File: config.mk
export PLATFORM = sky130hd
export DESIGN_NAME = mem_port_arbiter
export DESIGN_NICKNAME = d
export VERILOG_FILES = /design/src/rtl/mem_port_arbiter.sv
export SDC_FILE = /design/constraint.sdc
export NUM_CORES = 1
export LEC_CHECK = 0
export BUFFER_PORTS_ARGS = -buffer_cell sky130_fd_sc_hd__buf_2
export CORE_AREA = 5 5 195 197
export CTS_CLUSTER_DIAMETER = 60
export DETAILED_ROUTE_END_ITERATION = 6
export DIE_AREA = 0 0 200 202
export PLACE_DENSITY = 0.42
export RECOVER_POWER = 50
export SYNTH_ARGS = -nofsm -noshare
export SYNTH_HDL_FRONTEND = slang
export SYNTH_SLANG_ARGS = --single-unit
File: constraint.sdc
create_clock -name clk -period 6 [get_ports clk]
set_input_delay 0.6 -clock clk [delete_from_list [all_inputs] [get_ports clk]]
set_output_delay 0.6 -clock clk [all_outputs]
set_load 0.02 [all_outputs]
File: src/rtl/mem_port_arbiter.sv
// Two-requester arbiter sharing a single-beat memory port between ibus and dbus.
// Optional ARB_ROUND_ROBIN_EN: alternate grants on ties (default: dbus priority).
module mem_port_arbiter #(
  parameter int unsigned ADDR_W = 64,
  parameter int unsigned DATA_W = 64
) (
  input  logic              clk,
  input  logic              reset,
  input  logic              ireq_valid,
  input  logic [ADDR_W-1:0] ireq_addr,
  output logic              iresp_addr_ok,
  output logic              iresp_data_ok,
  output logic [31:0]       iresp_data,
  input  logic              dreq_valid,
  input  logic [ADDR_W-1:0] dreq_addr,
  input  logic [2:0]        dreq_size,
  input  logic [7:0]        dreq_strobe,
  input  logic [DATA_W-1:0] dreq_data,
  output logic              dresp_addr_ok,
  output logic              dresp_data_ok,
  output logic [DATA_W-1:0] dresp_data,
  output logic              mreq_valid,
  output logic              mreq_is_write,
  output logic [ADDR_W-1:0] mreq_addr,
  output logic [2:0]        mreq_size,
  output logic [7:0]        mreq_strobe,
  output logic [DATA_W-1:0] mreq_data,
  input  logic              mresp_ready,
  input  logic [DATA_W-1:0] mresp_data,
  output logic              busy,
  output logic              owner
);

  localparam logic [0:0] S_IDLE = 1'b0;
  localparam logic [0:0] S_BUSY = 1'b1;

  logic [0:0]        state_q, state_d;
  logic              owner_q, owner_d;
  logic [ADDR_W-1:0] addr_q, addr_d;
  logic [2:0]        size_q, size_d;
  logic [7:0]        strobe_q, strobe_d;
  logic [DATA_W-1:0] data_q, data_d;
  logic              pick_d;
  logic              done;

`ifdef ARB_ROUND_ROBIN_EN
  logic last_q, last_d;  // 0 = ibus granted last, 1 = dbus granted last

  always_comb begin
    pick_d = dreq_valid & (~ireq_valid | ~last_q);
    last_d = last_q;
    if (state_q == S_IDLE && (ireq_valid || dreq_valid)) last_d = pick_d;
  end

  always_ff @(posedge clk or posedge reset) begin
    if (reset) last_q <= 1'b0;
    else       last_q <= last_d;
  end
`else
  always_comb pick_d = dreq_valid;
`endif

  always_comb begin
    state_d  = state_q;
    owner_d  = owner_q;
    addr_d   = addr_q;
    size_d   = size_q;
    strobe_d = strobe_q;
    data_d   = data_q;
    case (state_q)
      S_IDLE: begin
        if (ireq_valid || dreq_valid) begin
          state_d = S_BUSY;
          owner_d = pick_d;
          if (pick_d) begin
            addr_d   = dreq_addr;
            size_d   = dreq_size;
            strobe_d = dreq_strobe;
            data_d   = dreq_data;
          end else begin
            addr_d   = ireq_addr;
            size_d   = 3'b010;
            strobe_d = '0;
            data_d   = '0;
          end
        end
      end
      S_BUSY: begin
        if (mresp_ready) begin
          state_d = S_IDLE;
          owner_d = 1'b0;
        end
      end
      default: state_d = S_IDLE;
    endcase
  end

  always_ff @(posedge clk or posedge reset) begin
    if (reset) begin
      state_q  <= S_IDLE;
      owner_q  <= 1'b0;
      addr_q   <= '0;
      size_q   <= '0;
      strobe_q <= '0;
      data_q   <= '0;
    end else begin
      state_q  <= state_d;
      owner_q  <= owner_d;
      addr_q   <= addr_d;
      size_q   <= size_d;
      strobe_q <= strobe_d;
      data_q   <= data_d;
    end
  end

  assign busy          = (state_q == S_BUSY);
  assign owner         = owner_q;
  assign mreq_valid    = busy;
  assign mreq_is_write = |strobe_q;
  assign mreq_addr     = addr_q;
  assign mreq_size     = size_q;
  assign mreq_strobe   = strobe_q;
  assign mreq_data     = data_q;

  // A requester that dropped valid before completion gets no response.
  assign done          = busy & mresp_ready;
  assign iresp_data_ok = done & ~owner_q & ireq_valid;
  assign iresp_addr_ok = iresp_data_ok;
  assign dresp_data_ok = done & owner_q & dreq_valid;
  assign dresp_addr_ok = dresp_data_ok;
  assign iresp_data    = iresp_data_ok ? (addr_q[2] ? mresp_data[63:32] : mresp_data[31:0]) : '0;
  assign dresp_data    = dresp_data_ok ? mresp_data : '0;

endmodule

* Yosys cells after proc, flatten, opt, wreduce, memory -nomap -nowiden
Index checks and enable logic that the tools add are counted.
** Word-level totals
- Output and inout bits :: 243
- Word-level logic and storage cells :: 32
- Register bits :: 141
- Input port bits :: 272
** Cells by class
- Bitwise operators :: 7
- Reduce and logical (&&, ||, !) cells :: 4
- Equal/unequal tests :: 2
- Mux-type cells :: 13
** Operators with widths (number)
- 64-bit 2-to-1 mux :: 3
- 32-bit 2-to-1 mux :: 2
- 8-bit 2-to-1 mux :: 1
- 8-bit OR reduction :: 1
- 1-bit bitwise AND :: 5
- 1-bit 2-to-1 mux :: 4
- 2-bit != test, second input constant :: 2
- 1-bit case mux with 2 select lines :: 2
- 2-bit AND reduction :: 2
- 3-bit 2-to-1 mux :: 1
- 1-bit NOT :: 2
- 1-bit logical OR :: 1

* Depth between registers and ports, before layout
Gate-level depths: netlist of run 1.
- Word-level depth :: 4
- Gate-level depth with buffers :: 7
- Depth with buffers taken out :: 3

* Worst setup path after synthesis of run 1
OpenSTA, ideal clock, no wires.
- Kind :: in2out
- Start :: input port dreq_valid
- End :: output port dresp_data[54]
- Setup slack :: 3832 ps
- Cell stages on the path :: 4
- Path buffers :: 2
- Required time :: 5400 ps
- Data arrival time :: 1568 ps
- Cells stage by stage :: buf_2 and4_1 clkbuf_1 and2_1
** Between the ends
- Word-level cells in the longest chain between the ends :: 2
** RTL lines
- start, declared :: line 14 : input logic dreq_valid,
- 1-bit bitwise AND :: line 129 : assign dresp_data_ok = done & owner_q & dreq_valid;
- via dresp_addr_ok :: line 19 : output logic dresp_addr_ok,
- 64-bit 2-to-1 mux :: line 132 : assign dresp_data = dresp_data_ok ? mresp_data : '0;
- end, declared :: line 21 : output logic [DATA_W-1:0] dresp_data,
The timed path passes the listed nets, and every way through them passes these cells.

==> results.sh, run 1 <==
export IMPL_outcome="complete, but fails checks"
export IMPL_violations="capacitance limit, slew limit"
export IMPL_grt_pass1_vias=6675
export IMPL_clock_sinks=141
export IMPL_hold_violations=0
export IMPL_postCtsSetupRepairBufs=0
export IMPL_grt_overflow=0
export IMPL_ant_nets=0
export IMPL_synth_mux_area_frac=0.146
export IMPL_cp_required_ns=6.43
export IMPL_synth_seq_cells=141
export IMPL_max_cap_violations=1
export IMPL_rr_worst_depth=3
export IMPL_hold_path_end="mreq_strobe[2]"
export IMPL_cp_slowest_cell="clkinvlp_2"
export IMPL_clock_path_buffers=2
export IMPL_crit_path_max_incr_delay_ns=2.29
export IMPL_syn_area_um2=6600
export IMPL_num_vias=6388
export IMPL_holdPathStages=2
export IMPL_ys_seq_area_frac=0.534
export IMPL_end_kind="asynchronous set/reset pin"
export IMPL_cts_resized=0
export IMPL_setup_violations=0
export IMPL_hold_path_class="primary input to flop"
export IMPL_die_h_um=202
export IMPL_cts_tree="built"
export IMPL_routed_wl_mm=28.3
export IMPL_path_max_fanout=92
export IMPL_min_period_ns=3.45
export IMPL_hpwl_mm=22.2
export IMPL_grt_start_max_net_pins=205
export IMPL_fmax_mhz=290
export IMPL_place_ws_ns=3.12
export IMPL_drc=0
export IMPL_synth_compound_gate_area_share=0.153
export IMPL_worst_pin_slew_ns=4.19
export IMPL_ys_flop_type="dfrtp_1"
export IMPL_p_leak_nw=5.21
export IMPL_final_cells=1571
export IMPL_antenna_found_initial=5
export IMPL_r2r_start="busy"
export IMPL_syn_num_nets=880
export IMPL_fin_ws_ns=2.55
export IMPL_yosysTopAreaCell="dfrtp_1"
export IMPL_htreeDepth=4
export IMPL_crit_family="buffers and inverters"
export IMPL_dieArea_um2=40400
export IMPL_period_share=0.576
export IMPL_worstPathArrival_ns=3.89
export IMPL_first_iter_violations=217
export IMPL_port_buffers=514
export IMPL_ys_warn_count=0
export IMPL_criticalPathCategory="primary input to asynchronous set/reset pin"
export IMPL_path_clk_slew_ns=0.07
export IMPL_drive_above_1_share=0.375
export IMPL_synth_top_family_by_area="compound AO/OA/AOI/OAI gates"
export IMPL_path_buf_inv=3
export IMPL_r2r_end="mreq_data[21]"
export IMPL_clock_latency_ns=0.42
export IMPL_fill_cells=3931
export IMPL_timing_slew_headroom=-1.81
export IMPL_drt_vias_per_instance=4.07
export IMPL_crit_path_start_kind="primary input"
export IMPL_yosys_area_top_type_share=0.534
export IMPL_hold_buffers=0
export IMPL_synth_area_leaders="dfrtp_1 53%, mux2i_1 15%, a22o_1 9.8%, and2_1 6.1%, o21ai_1 4.4%"
export IMPL_peakVddDrop_uv=164
export IMPL_die_x_um=200
export IMPL_p_total_w=0.00394
export IMPL_grtUsageTotal=0.132
export IMPL_slew_violations=93
export IMPL_regArea_um2=3530
export IMPL_synthSimpleGateAreaFrac=0.122
export IMPL_firstDrtPassIters=6
export IMPL_avgSynthCellArea_um2=10.9
export IMPL_ioPinCount=515
export IMPL_async_flop_share=1.00
export IMPL_netlist_top_cells_count="141 x dfrtp_1, 96 x mux2i_1, 74 x a22o_1"
export IMPL_yosysMostFrequentCell="dfrtp_1"
export IMPL_syn_inst=608
export IMPL_grt_pass1_wl_mm=40.7
export IMPL_root_buffer="clkbuf_16"
export IMPL_r2r_slack_ns=3.82
export IMPL_synth_distinct_cells=22
export IMPL_crit_chain="clkbuf_1 > clkinvlp_2 > buf_4"
export IMPL_final_util=0.276
export IMPL_finalSetupTns_ns=0
export IMPL_nNetsFinal=1363
export IMPL_fin_skew_ns=0.00636
export IMPL_p_per_area_nw_per_um2=396
export IMPL_gp_congestion=0.904
export IMPL_core_area_um2=36100
export IMPL_row_count=70
export IMPL_wl_per_cell_um=18.0
export IMPL_synth_xor_area_frac=0
export IMPL_multiInputGateArea_um2=2790
export IMPL_worstHoldStart="dreq_strobe[2]"
export IMPL_place_inst=1540
export IMPL_synth_adder_area_share=0
export IMPL_synth_edf_count=0
export IMPL_area_delta_synth_final_pct=50.7
export IMPL_cts_buffers=17
export IMPL_rsz0062_at_grt="no"
export IMPL_start_util=0.183
==> through the flow <==
stage                     area, um^2  hold WS [ns]
after detailed placement        9560         0.470
after global routing            9950         0.366
after global placement          9560         0.459
final                           9950         0.397
after floorplan                 6600         0.582
after CTS                      10100         0.366
==> cells by family after synthesis <==
| group | after synthesis |
|---|---|
| flip-flops | 141 |
| buffers and inverters | 61 |
| multiplexers | 96 |
| AO/OA/AOI/OAI | 143 |
| AND/OR/NAND/NOR | 167 |
==> report_power, final <==
part / total, W / switching, W / internal (W) / leakage [nW]
sequential: 0.00147 / 0.000213 / 0.00126 / 1.76
combinational: 0.00143 / 0.000954 / 0.000474 / 3.18
clock: 0.00105 / 0.000432 / 0.000613 / 0.267
==> layout make-up <==
cell class              count  share of cell area
flip-flops and latches    141               0.355
multi-input cells         406               0.280
repair buffers            519               0.246
well taps                 468              0.0589
clock buffers              18              0.0431
clock inverters            12              0.0142
inverters                   6             0.00239
diodes                      1            0.000252
==> placed cells by master (no fill, tap or decap), types with 4 or more instances in the layout <==
master and n:
a22o_1 74, clkinvlp_4 4, dfrtp_1 140, clkbuf_16 17, nor2_1 32, buf_2 373
o21ai_1 58, nand2_1 65, buf_4 5, inv_1 5, o21ai_0 8, clkbuf_1 141
mux2i_1 96, and2_1 64
==> state kept, by name, indices dropped and copies added (netlist names) <==
signal       flops
mreq_strobe      8
mreq_data       64
owner            1
mreq_size        3
busy             1
mreq_addr       64
==> layer usage <==
metal	wire length [um]	up-vias	global-route usage	part of all wire
met5	13	-	0	0.00046
met4	576	2	0.0420	0.020
met3	2300	30	0.0323	0.081
met2	15100	284	0.253	0.53
met1	10300	2991	0.139	0.36
li1	-	3081	-	-
==> how the worst max path moves through the flow <==
stage	cells past startpoint	to	slack, ns	startpoint
5_1_grt	3	mreq_addr[2]	1.64	reset
6_report	3	mreq_addr[2]	2.55	reset
4_1_cts	3	dresp_data[8]	3.02	busy
3_5_place_dp	4	dresp_data[8]	3.12	dreq_valid
2_1_floorplan	1	busy	1.62	reset
3_3_place_gp	4	dresp_data[4]	3.28	dreq_valid
Power figures use the tool's default switching activity.
==> run 2, diff against run 1 <==
--- a/config.mk
+++ b/config.mk
@@ -5,12 +5,13 @@
 export SDC_FILE = /design/constraint.sdc
 export NUM_CORES = 1
 export LEC_CHECK = 0
+export ABC_AREA = 1
 export BUFFER_PORTS_ARGS = -buffer_cell sky130_fd_sc_hd__buf_2
 export CORE_AREA = 5 5 195 197
 export CTS_CLUSTER_DIAMETER = 60
 export DETAILED_ROUTE_END_ITERATION = 6
 export DIE_AREA = 0 0 200 202
-export PLACE_DENSITY = 0.42
+export PLACE_DENSITY = 0.47
 export RECOVER_POWER = 50
 export SYNTH_ARGS = -nofsm -noshare
 export SYNTH_HDL_FRONTEND = slang
==> constraint.sdc (replaced) <==
create_clock -name clk -period 2.8 [get_ports clk]
set_input_delay 0.28 -clock clk [delete_from_list [all_inputs] [get_ports clk]]
set_output_delay 0.28 -clock clk [all_outputs]
set_load 0.02 [all_outputs]
==> run 2 against run 1 <==
Compared with the run above: the run now ends clean; hold slack got worse by 0.35 ns; sequential power grew 110%; cell count grew 34%; setup slack worse by 2.3 ns; clock skew up 0.0024 ns; clock power up 110%; total power up 120%; sequential share of layout area fell by 3.0 points; core utilization is 2.5 points higher; combinational power is 130% higher; largest power group is now combinational logic.
==> results.sh, run 2 <==
export IMPL_multiInputGateArea_um2=3170
export IMPL_crit_path_max_incr_delay_ns=0.67
export IMPL_drt_vias_per_instance=4.07
export IMPL_regArea_um2=3530
export IMPL_max_cap_violations=0
export IMPL_drive_above_1_share=0.266
export IMPL_path_max_fanout=17
export IMPL_area_delta_synth_final_pct=46.0
export IMPL_grtUsageTotal=0.151
export IMPL_r2r_start="busy"
export IMPL_clock_sinks=141
export IMPL_syn_area_um2=7440
export IMPL_hpwl_mm=25.5
export IMPL_wl_per_cell_um=15.3
export IMPL_p_leak_nw=6.76
export IMPL_rsz0062_at_grt="no"
export IMPL_worstHoldStart="dreq_data[12]"
export IMPL_yosysMostFrequentCell="nand2_1"
export IMPL_grt_start_max_net_pins=66
export IMPL_holdPathStages=3
export IMPL_yosys_area_top_type_share=0.474
export IMPL_cts_tree="built"
export IMPL_swShare=0.443
export IMPL_setup_violations=0
export IMPL_cp_slowest_cell="nand4_1"
export IMPL_ys_seq_area_frac=0.474
export IMPL_drc=0
export IMPL_postCtsSetupRepairBufs=0
export IMPL_die_x_um=200
export IMPL_power_frac_comb=0.381
export IMPL_yosysTopAreaCell="dfrtp_1"
export IMPL_seq_power_share=0.360
export IMPL_first_iter_violations=351
export IMPL_end_kind="output port"
export IMPL_hold_path_end="mreq_data[12]"
export IMPL_internal_power_w=0.00476
export IMPL_routed_wl_mm=32.2
export IMPL_mostFrequentLayoutCell="nand2_1"
export IMPL_peakVddDrop_uv=371
export IMPL_core_area_um2=36100
export IMPL_hold_path_class="primary input to flop"
export IMPL_antenna_found_initial=6
export IMPL_r2r_slack_ns=1.12
export IMPL_p_per_area_nw_per_um2=787
export IMPL_netlist_top_cells_count="583 x nand2_1, 164 x nor2_1, 141 x dfrtp_1"
export IMPL_synth_seq_cells=141
export IMPL_ant_nets=0
export IMPL_ys_flop_type="dfrtp_1"
export IMPL_period_share=0.918
export IMPL_final_cell_mix="580 x nand2_1, 374 x buf_2, 164 x nor2_1"
export IMPL_timing_slew_headroom=0.0725
export IMPL_crit_chain="nand4_1 > buf_4 > nor2_1 > buf_2"
export IMPL_root_buffer="clkbuf_16"
export IMPL_pwr_share_clk=0.259
export IMPL_rr_worst_depth=5
export IMPL_gp_congestion=0.930
export IMPL_port_buffers=514
export IMPL_finalSetupTns_ns=0
export IMPL_slew_violations=0
export IMPL_clock_path_buffers=2
export IMPL_row_count=70
export IMPL_r2r_end="mreq_addr[14]"
export IMPL_worst_pin_slew_ns=1.38
export IMPL_p_switching_w=0.00379
export IMPL_grt_overflow=0
export IMPL_cts_buffers=17
export IMPL_synth_area_leaders="dfrtp_1 47%, nand2_1 29%, nor2_1 8.3%, inv_1 5.1%, nand3_1 4.4%"
export IMPL_clock_latency_ns=0.43
export IMPL_final_util=0.301
export IMPL_crit_path_start_kind="flop"
export IMPL_worstPathArrival_ns=2.29
export IMPL_fmax_mhz=389
export IMPL_cp_required_ns=2.52
export IMPL_min_period_ns=2.57
export IMPL_syn_num_nets=1406
export IMPL_p_total_w=0.00855
export IMPL_cts_resized=0
export IMPL_grt_pass1_wl_mm=47.9
export IMPL_avgSynthCellArea_um2=6.56
export IMPL_die_h_um=202
export IMPL_ys_warn_count=0
export IMPL_syn_inst=1134
export IMPL_hold_violations=0
export IMPL_start_util=0.206
export IMPL_fin_skew_ns=0.00872
export IMPL_fill_cells=4105
export IMPL_synth_distinct_cells=12
export IMPL_outcome="complete, no violations"
export IMPL_ioPinCount=515
export IMPL_num_vias=8564
export IMPL_criticalPathCategory="flop to output port"
export IMPL_nNetsFinal=1892
export IMPL_firstDrtPassIters=4
export IMPL_dieArea_um2=40400
export IMPL_grt_pass1_vias=8688
export IMPL_path_clk_slew_ns=0.07
export IMPL_async_flop_share=1.00
export IMPL_synth_edf_count=0
export IMPL_htreeDepth=4
run 2: cell types whose count changed in the layout (fill, tap and decap cells not counted), moves of 4 or more:
cell / delta
buf_4: +11
o21ai_0: -7
inv_1: +96
o21ai_1: -58
and2_1: -64
inv_6: +4
nor2_1: +132
nand2_1: +515
nand3_1: +66
nand2_2: +4
a22o_1: -74
mux2i_1: -96
run 2: kinds of logic after synthesis:
logic type             count (synthesis)  synth area share
AND/OR/NAND/NOR                      817             0.425
buffers and inverters                175             0.100
AO/OA/AOI/OAI                          1          0.000672
flip-flops                           141             0.474
run 2: timing repair:
item                       in CTS  in global routing
hold buffers                    1                  0
hold endpoints to repair       26                  0
setup endpoints to repair       0                  0
run 2: per-stage QoR:
step	std cells	instance area (um^2)	setup WS (ns)	hold WS, ns
2_1_floorplan	1134	7440	0.757	0.389
3_3_place_gp	2068	10500	0.672	0.446
5_1_grt	2102	10900	0.0546	0.0273
4_1_cts	2101	11100	0.214	0.0243
6_report	2103	10900	0.229	0.0492
3_5_place_dp	2068	10500	0.661	0.440
run 2: worst max-delay path by stage:
stage / startpoint / end / slack [ns] / cells past startpoint
floorplan: reset / busy / 0.76 / 1
global placement: dreq_valid / dresp_data[31] / 0.67 / 5
detailed placement: dreq_valid / dresp_data[57] / 0.66 / 5
CTS: busy / dresp_data[57] / 0.21 / 4
global route: busy / dresp_data[31] / 0.05 / 4
finish: busy / dresp_data[57] / 0.23 / 4
run 2: layout make-up:
class,count,area share
inverter,105,0.0364
multi-input combinational,818,0.292
timing repair buffer,537,0.239
antenna,2,0.000461
clock inverter,15,0.0133
sequential,141,0.325
clock buffer,17,0.0392
tap,468,0.0539
run 2: per-layer routing:
layer / part of all wire / wire [um] / GRT usage
met1: 0.38 / 12400 / 0.168
met2: 0.51 / 16300 / 0.272
met3: 0.078 / 2520 / 0.0385
met4: 0.030 / 980 / 0.0585
met5: 0.0011 / 34 / 0
run 2: power by group through the flow:
| stage | logic (W) | clock network, W | registers [W] |
|---|---|---|---|
| 5_1_grt | 0.00359 | 0.00238 | 0.00317 |
| 3_5_place_dp | 0.00350 | 0 | 0.00309 |
| 2_1_floorplan | 0.00135 | 0 | 0.00378 |
| 3_3_place_gp | 0.00349 | 0 | 0.00308 |
| 6_report | 0.00326 | 0.00221 | 0.00308 |
| 4_1_cts | 0.00351 | 0.00229 | 0.00306 |
run 2: worst max-delay path: cells and delay by family, from the launching register on:
kind                   cells  cell delay, ns
AND/OR/NAND/NOR            2            0.78
buffers and inverters      2            0.64
flip-flops                 1            0.43
